==> src/rtl/dmem_access_ctrl_pkg.sv <==
// dmem_access_ctrl_pkg: shared RV32I types, load/store funct3 codes and alignment check
package dmem_access_ctrl_pkg;
  typedef logic [31:0] rv32i_word;
  typedef enum logic [1:0] {IDLE, ACCESS, DONE} dmem_state_t;
  localparam logic [2:0] LB = 3'b000, LH = 3'b001, LW = 3'b010, LBU = 3'b100, LHU = 3'b101;
  localparam logic [2:0] SB = 3'b000, SH = 3'b001, SW = 3'b010;
  function automatic logic misaligned(input logic [2:0] f3, input logic [1:0] a, input logic wr);
    return !(f3 inside {LB, LH, LW} || (!wr && f3 inside {LBU, LHU}))
        || (f3[1:0] == 2'b01 && a[0]) || (f3[1:0] == 2'b10 && a != 2'b00);
  endfunction
endpackage

==> src/rtl/dmem_access_ctrl_load_extend.sv <==
// load_extend: lane-align raw read data and sign/zero extend it by funct3
module load_extend
  import dmem_access_ctrl_pkg::*;
(
  input  logic [2:0] funct3,
  input  logic [1:0] addr_lo,
  input  rv32i_word  rdata,
  output rv32i_word  data
);
  rv32i_word sh;
  assign sh = rdata >> {addr_lo, 3'b000};
  assign data = funct3 == LB  ? {{24{sh[7]}}, sh[7:0]}
              : funct3 == LBU ? {24'b0, sh[7:0]}
              : funct3 == LH  ? {{16{sh[15]}}, sh[15:0]}
              : funct3 == LHU ? {16'b0, sh[15:0]} : sh;
endmodule

==> src/rtl/dmem_access_ctrl_mask_gen.sv <==
// mask_gen: byte-lane mask for a byte, half or word access at the given offset
module mask_gen (
  input  logic [2:0] funct3,
  input  logic [1:0] addr_lo,
  output logic [3:0] rv32i_mem_wmask
);
  assign rv32i_mem_wmask = funct3[1:0] == 2'b00 ? 4'b0001 << addr_lo
                         : funct3[1:0] == 2'b01 ? (addr_lo[1] ? 4'b1100 : 4'b0011)
                         : funct3[1:0] == 2'b10 ? 4'b1111 : 4'b0000;
endmodule

==> src/rtl/dmem_access_ctrl.sv <==
// dmem_access_ctrl: MEM-stage sequencer issuing one data-memory access per request with stall and timeout
module dmem_access_ctrl
  import dmem_access_ctrl_pkg::*;
#(
  parameter int TIMEOUT = 64
) (
  input  logic        clk,
  input  logic        rst_n,
  input  logic        req_valid,
  input  logic        req_write,
  input  logic [2:0]  req_funct3,
  input  logic [31:0] req_addr,
  input  logic [31:0] req_wdata,
  output logic        stall,
  output logic        rsp_valid,
  output logic [31:0] rsp_rdata,
  output logic        rsp_misalign,
  output logic        rsp_bus_err,
  output logic        dmem_read,
  output logic        dmem_write,
  output logic [31:0] dmem_address,
  output logic [31:0] dmem_wdata,
  output logic [3:0]  dmem_wmask,
  input  logic [31:0] dmem_rdata,
  input  logic        dmem_resp
);
  localparam int CW = TIMEOUT > 1 ? $clog2(TIMEOUT) : 1;
  dmem_state_t state, state_n;
  logic [CW-1:0] cnt;
  logic [31:0] addr_q, wdata_q, rdata_q;
  logic [2:0] f3_q;
  logic [3:0] mask_q, mask;
  logic wr_q, mis_q, err_q, bad, tmo, accept;
  rv32i_word ext;
  mask_gen u_mask (.funct3(req_funct3), .addr_lo(req_addr[1:0]), .rv32i_mem_wmask(mask));
  load_extend u_ext (.funct3(f3_q), .addr_lo(addr_q[1:0]), .rdata(dmem_rdata), .data(ext));
  assign bad = misaligned(req_funct3, req_addr[1:0], req_write);
  assign tmo = TIMEOUT > 0 && cnt == CW'(TIMEOUT - 1);
  assign accept = state == IDLE && req_valid;
  assign dmem_address = {addr_q[31:2], 2'b00};
  assign dmem_wdata = wdata_q;
  assign dmem_wmask = mask_q;
  assign rsp_rdata = state == DONE ? rdata_q : '0;
  assign rsp_misalign = state == DONE && mis_q;
  assign rsp_bus_err = state == DONE && err_q;
  // state register; reset abandons any access in flight
  always_ff @(posedge clk or negedge rst_n)
    if (!rst_n) state <= IDLE;
    else state <= state_n;
  // next state and handshake outputs; stall is forced low while reset is held
  always_comb begin
    state_n = state;
    stall = 1'b0;
    rsp_valid = 1'b0;
    dmem_read = 1'b0;
    dmem_write = 1'b0;
    case (state)
      IDLE: begin
        stall = req_valid && rst_n;
        state_n = req_valid ? (bad ? DONE : ACCESS) : IDLE;
      end
      ACCESS: begin
        stall = 1'b1;
        dmem_read = !wr_q;
        dmem_write = wr_q;
        state_n = dmem_resp || tmo ? DONE : ACCESS;
      end
      DONE: begin
        rsp_valid = 1'b1;
        state_n = IDLE;
      end
      default: state_n = IDLE;
    endcase
  end
  // request capture, response latching and the ACCESS cycle counter
  always_ff @(posedge clk or negedge rst_n)
    if (!rst_n) begin
      cnt <= '0;
      addr_q <= '0;
      wdata_q <= '0;
      rdata_q <= '0;
      f3_q <= '0;
      mask_q <= '0;
      wr_q <= 1'b0;
      mis_q <= 1'b0;
      err_q <= 1'b0;
    end else begin
      cnt <= state == ACCESS ? cnt + 1'b1 : '0;
      if (accept) begin
        addr_q <= req_addr;
        f3_q <= req_funct3;
        wr_q <= req_write;
        wdata_q <= req_wdata << {req_addr[1:0], 3'b000};
        mask_q <= mask;
        mis_q <= bad;
        err_q <= 1'b0;
        rdata_q <= '0;
      end
      if (state == ACCESS && dmem_resp) rdata_q <= wr_q ? '0 : ext;
      else if (state == ACCESS && tmo) err_q <= 1'b1;
    end
endmodule

==> config.mk <==
export PLATFORM = sky130hd
export DESIGN_NAME = dmem_access_ctrl
export DESIGN_NICKNAME = d
export VERILOG_FILES = /design/src/rtl/dmem_access_ctrl_pkg.sv /design/src/rtl/dmem_access_ctrl_load_extend.sv /design/src/rtl/dmem_access_ctrl_mask_gen.sv /design/src/rtl/dmem_access_ctrl.sv
export SDC_FILE = /design/constraint.sdc
export NUM_CORES = 1
export LEC_CHECK = 0
export BUFFER_PORTS_ARGS = -buffer_cell sky130_fd_sc_hd__buf_2
export CAP_MARGIN = 5
export CORE_MARGIN = 2
export CORE_UTILIZATION = 51
export DETAILED_ROUTE_END_ITERATION = 7
export MAX_ROUTING_LAYER = met4
export PLACE_DENSITY = 0.8
export SLEW_MARGIN = 20
export SYNTH_ARGS = -nofsm -noshare
export SYNTH_HDL_FRONTEND = slang
export SYNTH_SLANG_ARGS = --single-unit
==> constraint.sdc <==
create_clock -name clk -period 2.9 [get_ports clk]
set_clock_uncertainty 0.15 [all_clocks]
set_input_delay 0 -clock clk [delete_from_list [all_inputs] [get_ports clk]]
set_output_delay 0 -clock clk [all_outputs]
set_load 0.03 [all_outputs]
==> metrics <==
status finished clean; post-CTS setup buffers 0; P_sw 2.36 mW; crit end category flop; flip-flop cell with the highest count after synthesis dfrtp_1; post-synth top area share 0.481; leading post-synthesis cells by cell area dfrtp_1 48%, nand2_1 10%, mux2i_1 5.4%; Synth Warn # 0; GRT Residual Overflow 0; Max-slew headroom 0.290; num rows 39; clock network fraction of total power 0.330; Synth Area per Inst 9.24 µm²; Pins Over Slew Limit 0; sw frac 0.368; drt pass-1 iters 5; Post-synth EDFFs 0; critical path class flop to flop; I/O Buffers 207; cts hold-fix bufs 110; antenna-violating nets left 0; Syn Inst Count 641; final period utilization 0.865; r2r worst-path depth 5; via count 6,045; Starting DRT DRC Count 653; Peak VDD IR 0.000448 V; GRT Resource Usage Total 0.321; Final Util 0.746; die width 112 µm; CP Data Arrival Time 2.65 ns; die area 12,500 µm²; clk slew on worst S/H paths 0.05 ns; Worst setup SP type flop; worst slew pin tran 1.07 ns; fin nets 1,014; f_max 399 MHz; Final Power 6.41 mW; ys async rst share 1.00; routed len/inst 18.2 µm; Final Critical Period 2.51 ns; Post-Syn Area 5930 µm²; drt total wl 19.4 mm; HP Start req_wdata[26]; first-pass GRT wire length 30.4 mm; worst setup path end rdata_q[5]; Die Ht 112 µm; FF-to-FF setup slack 0.39 ns; CTS buffer count 17; Clock Latency Late Sink 0.42 ns; final count of hold timing violations 0; CP startpoint addr_q[0]; placed insts 923; CTS HTree Levels 4; DR DRC count 0; post-CTS resize count 0; TritonCTS clock tree built; PD cells 756 nW/µm²; Seq pwr share 0.332; Fin Hold WS 0.0419 ns; Power Internal 4.05 mW; total core area 11,400 µm²; power share of the combinational group 0.338; Data required, critical path 3.04 ns; DR vias/cell 5.68; unrepaired setup endpoints after global routing false; IO Pins 210; largest net degree at the start of global routing 50; area growth from synthesis to final layout 43.1%; sequential share of the synthesized area 0.481; Min-Delay Path Class primary input to flop; clock root cell clkbuf_16; Antenna diodes 0; initial core utilization 0.521; flops & latches, synth 114; reg2reg start addr_q[0]; Final setup viols 0; TritonCTS Sinks 114; most numerous cell in the Yosys netlist nand2_1; number of global-route vias before repair 6,090; Worst Path Max Fanout 35; Post-synth top cells 165 x nand2_1, 114 x dfrtp_1, 34 x and2_1; synth unique cells 42; largest area contributor in the netlist dfrtp_1; Longest Clk Path Bufs 2; Max Cap Violations 0; Reg-to-Reg End rdata_q[5]; Post-Route Setup TNS 0 ns; share of layout cells above drive strength 1 0.282; initial antenna violation count 0; RD Place Congestion 0.934; fin cells 1,064; Leakage 4.37 nW; detailed placer's ending HPWL 11.5 mm
[sequential cells by signal (all words and copies together), names as in the netlist, 2 cells and up]
register	flops
state	2
cnt	6
f3_q	3
addr_q	32
dmem_wdata	32
rdata_q	32
dmem_wmask	4
[through the flow]
step	setup WS [ns]	cell area [µm²]
finish	0.391	8480
global placement	0.780	6780
global route	0.318	8480
CTS	0.527	8480
detailed placement	0.711	6780
floorplan	1.16	5930
[cell families after synthesis]
kind of cell / Yosys count / share of synthesized area
xor+xnor: 3 / 0.00443
mux: 41 / 0.0731
fa+ha+maj: 1 / 0.00211
other cells: 1 / 0.000633
buf+inv: 80 / 0.0771
simple gates: 272 / 0.208
flops: 114 / 0.481
compound gates: 129 / 0.153
[how the worst min path moves through the flow]
stage | end | slack (ns) | cells after the start
floorplan | addr_q[0] | -0.45 | 0
global placement | dmem_wdata[14] | -0.25 | 1
detailed placement | dmem_wdata[14] | -0.24 | 1
CTS | dmem_wdata[26] | 0.03 | 5
global route | dmem_wdata[26] | 0.09 | 5
finish | dmem_wdata[26] | 0.04 | 5
[layout make-up]
class	instances	area (µm²)
fillers	752	2890
flip-flops and latches	114	2850
multi-input cells	448	2640
repair buffers	325	2200
clock buffers	21	460
well taps	143	179
clock inverters	10	134
inverters	3	11.3
[worst max-delay path: stages, from the launching register on]
cell	delay (ns)
dfrtp_1	0.49
buf_4	0.44
nor2b_1	0.12
a211o_1	0.29
dlygate4sd3_1	0.58
a32o_1	0.30
[power groups by stage]
stage / Sequential [mW] / Clock [mW] / Combinational [mW]
6_report: 2.13 / 2.12 / 2.17
5_1_grt: 2.16 / 2.19 / 2.31
4_1_cts: 2.11 / 2.14 / 2.09
3_5_place_dp: 2.13 / 0 / 1.92
3_3_place_gp: 2.12 / 0 / 1.88
2_1_floorplan: 2.32 / 0 / 1.30
[placed cells by master, fill, tap and decap left out, types with 2 or more instances in the layout]
master         netlist  layout
mux2_2               8       8
o22ai_1              8       8
and2_1              34      34
dfrtp_1            114     114
a211o_1              7       7
conb_1               1       2
nand2_1            165     165
a211oi_1             8       8
a21oi_1             21      21
o21ai_0             32      32
nand3_1              9       9
xnor2_1              2       2
nor2_1              26      26
buf_2               17     206
inv_1                3       3
nand3b_1             8       8
and3_1               2       2
nor2b_1             16      16
mux2i_1             32      32
clkbuf_8             0       2
bufinv_16            0       3
o31ai_1              8       8
clkbuf_16            0      17
dlygate4sd3_1        0     110
or3_1                2       2
a22o_1               9       9
o21a_1               9       9
buf_4               32       9
a221o_1             16      16
clkbuf_1            23       2
nand2b_1             4       4
a32o_1               7       7
clkinvlp_4           0       2
clkinv_2             0       4
[layer usage]
metal  up-vias  global-route usage  share of wire  wire [µm]
met4         0               0.212          0.059       1150
li1       2695                   -              -          -
met1      2833               0.352           0.37       7150
met2       402               0.528           0.50       9600
met3       115              0.0691          0.076       1460
met5         -                   -              0          0
Power figures use the tool's default switching activity.
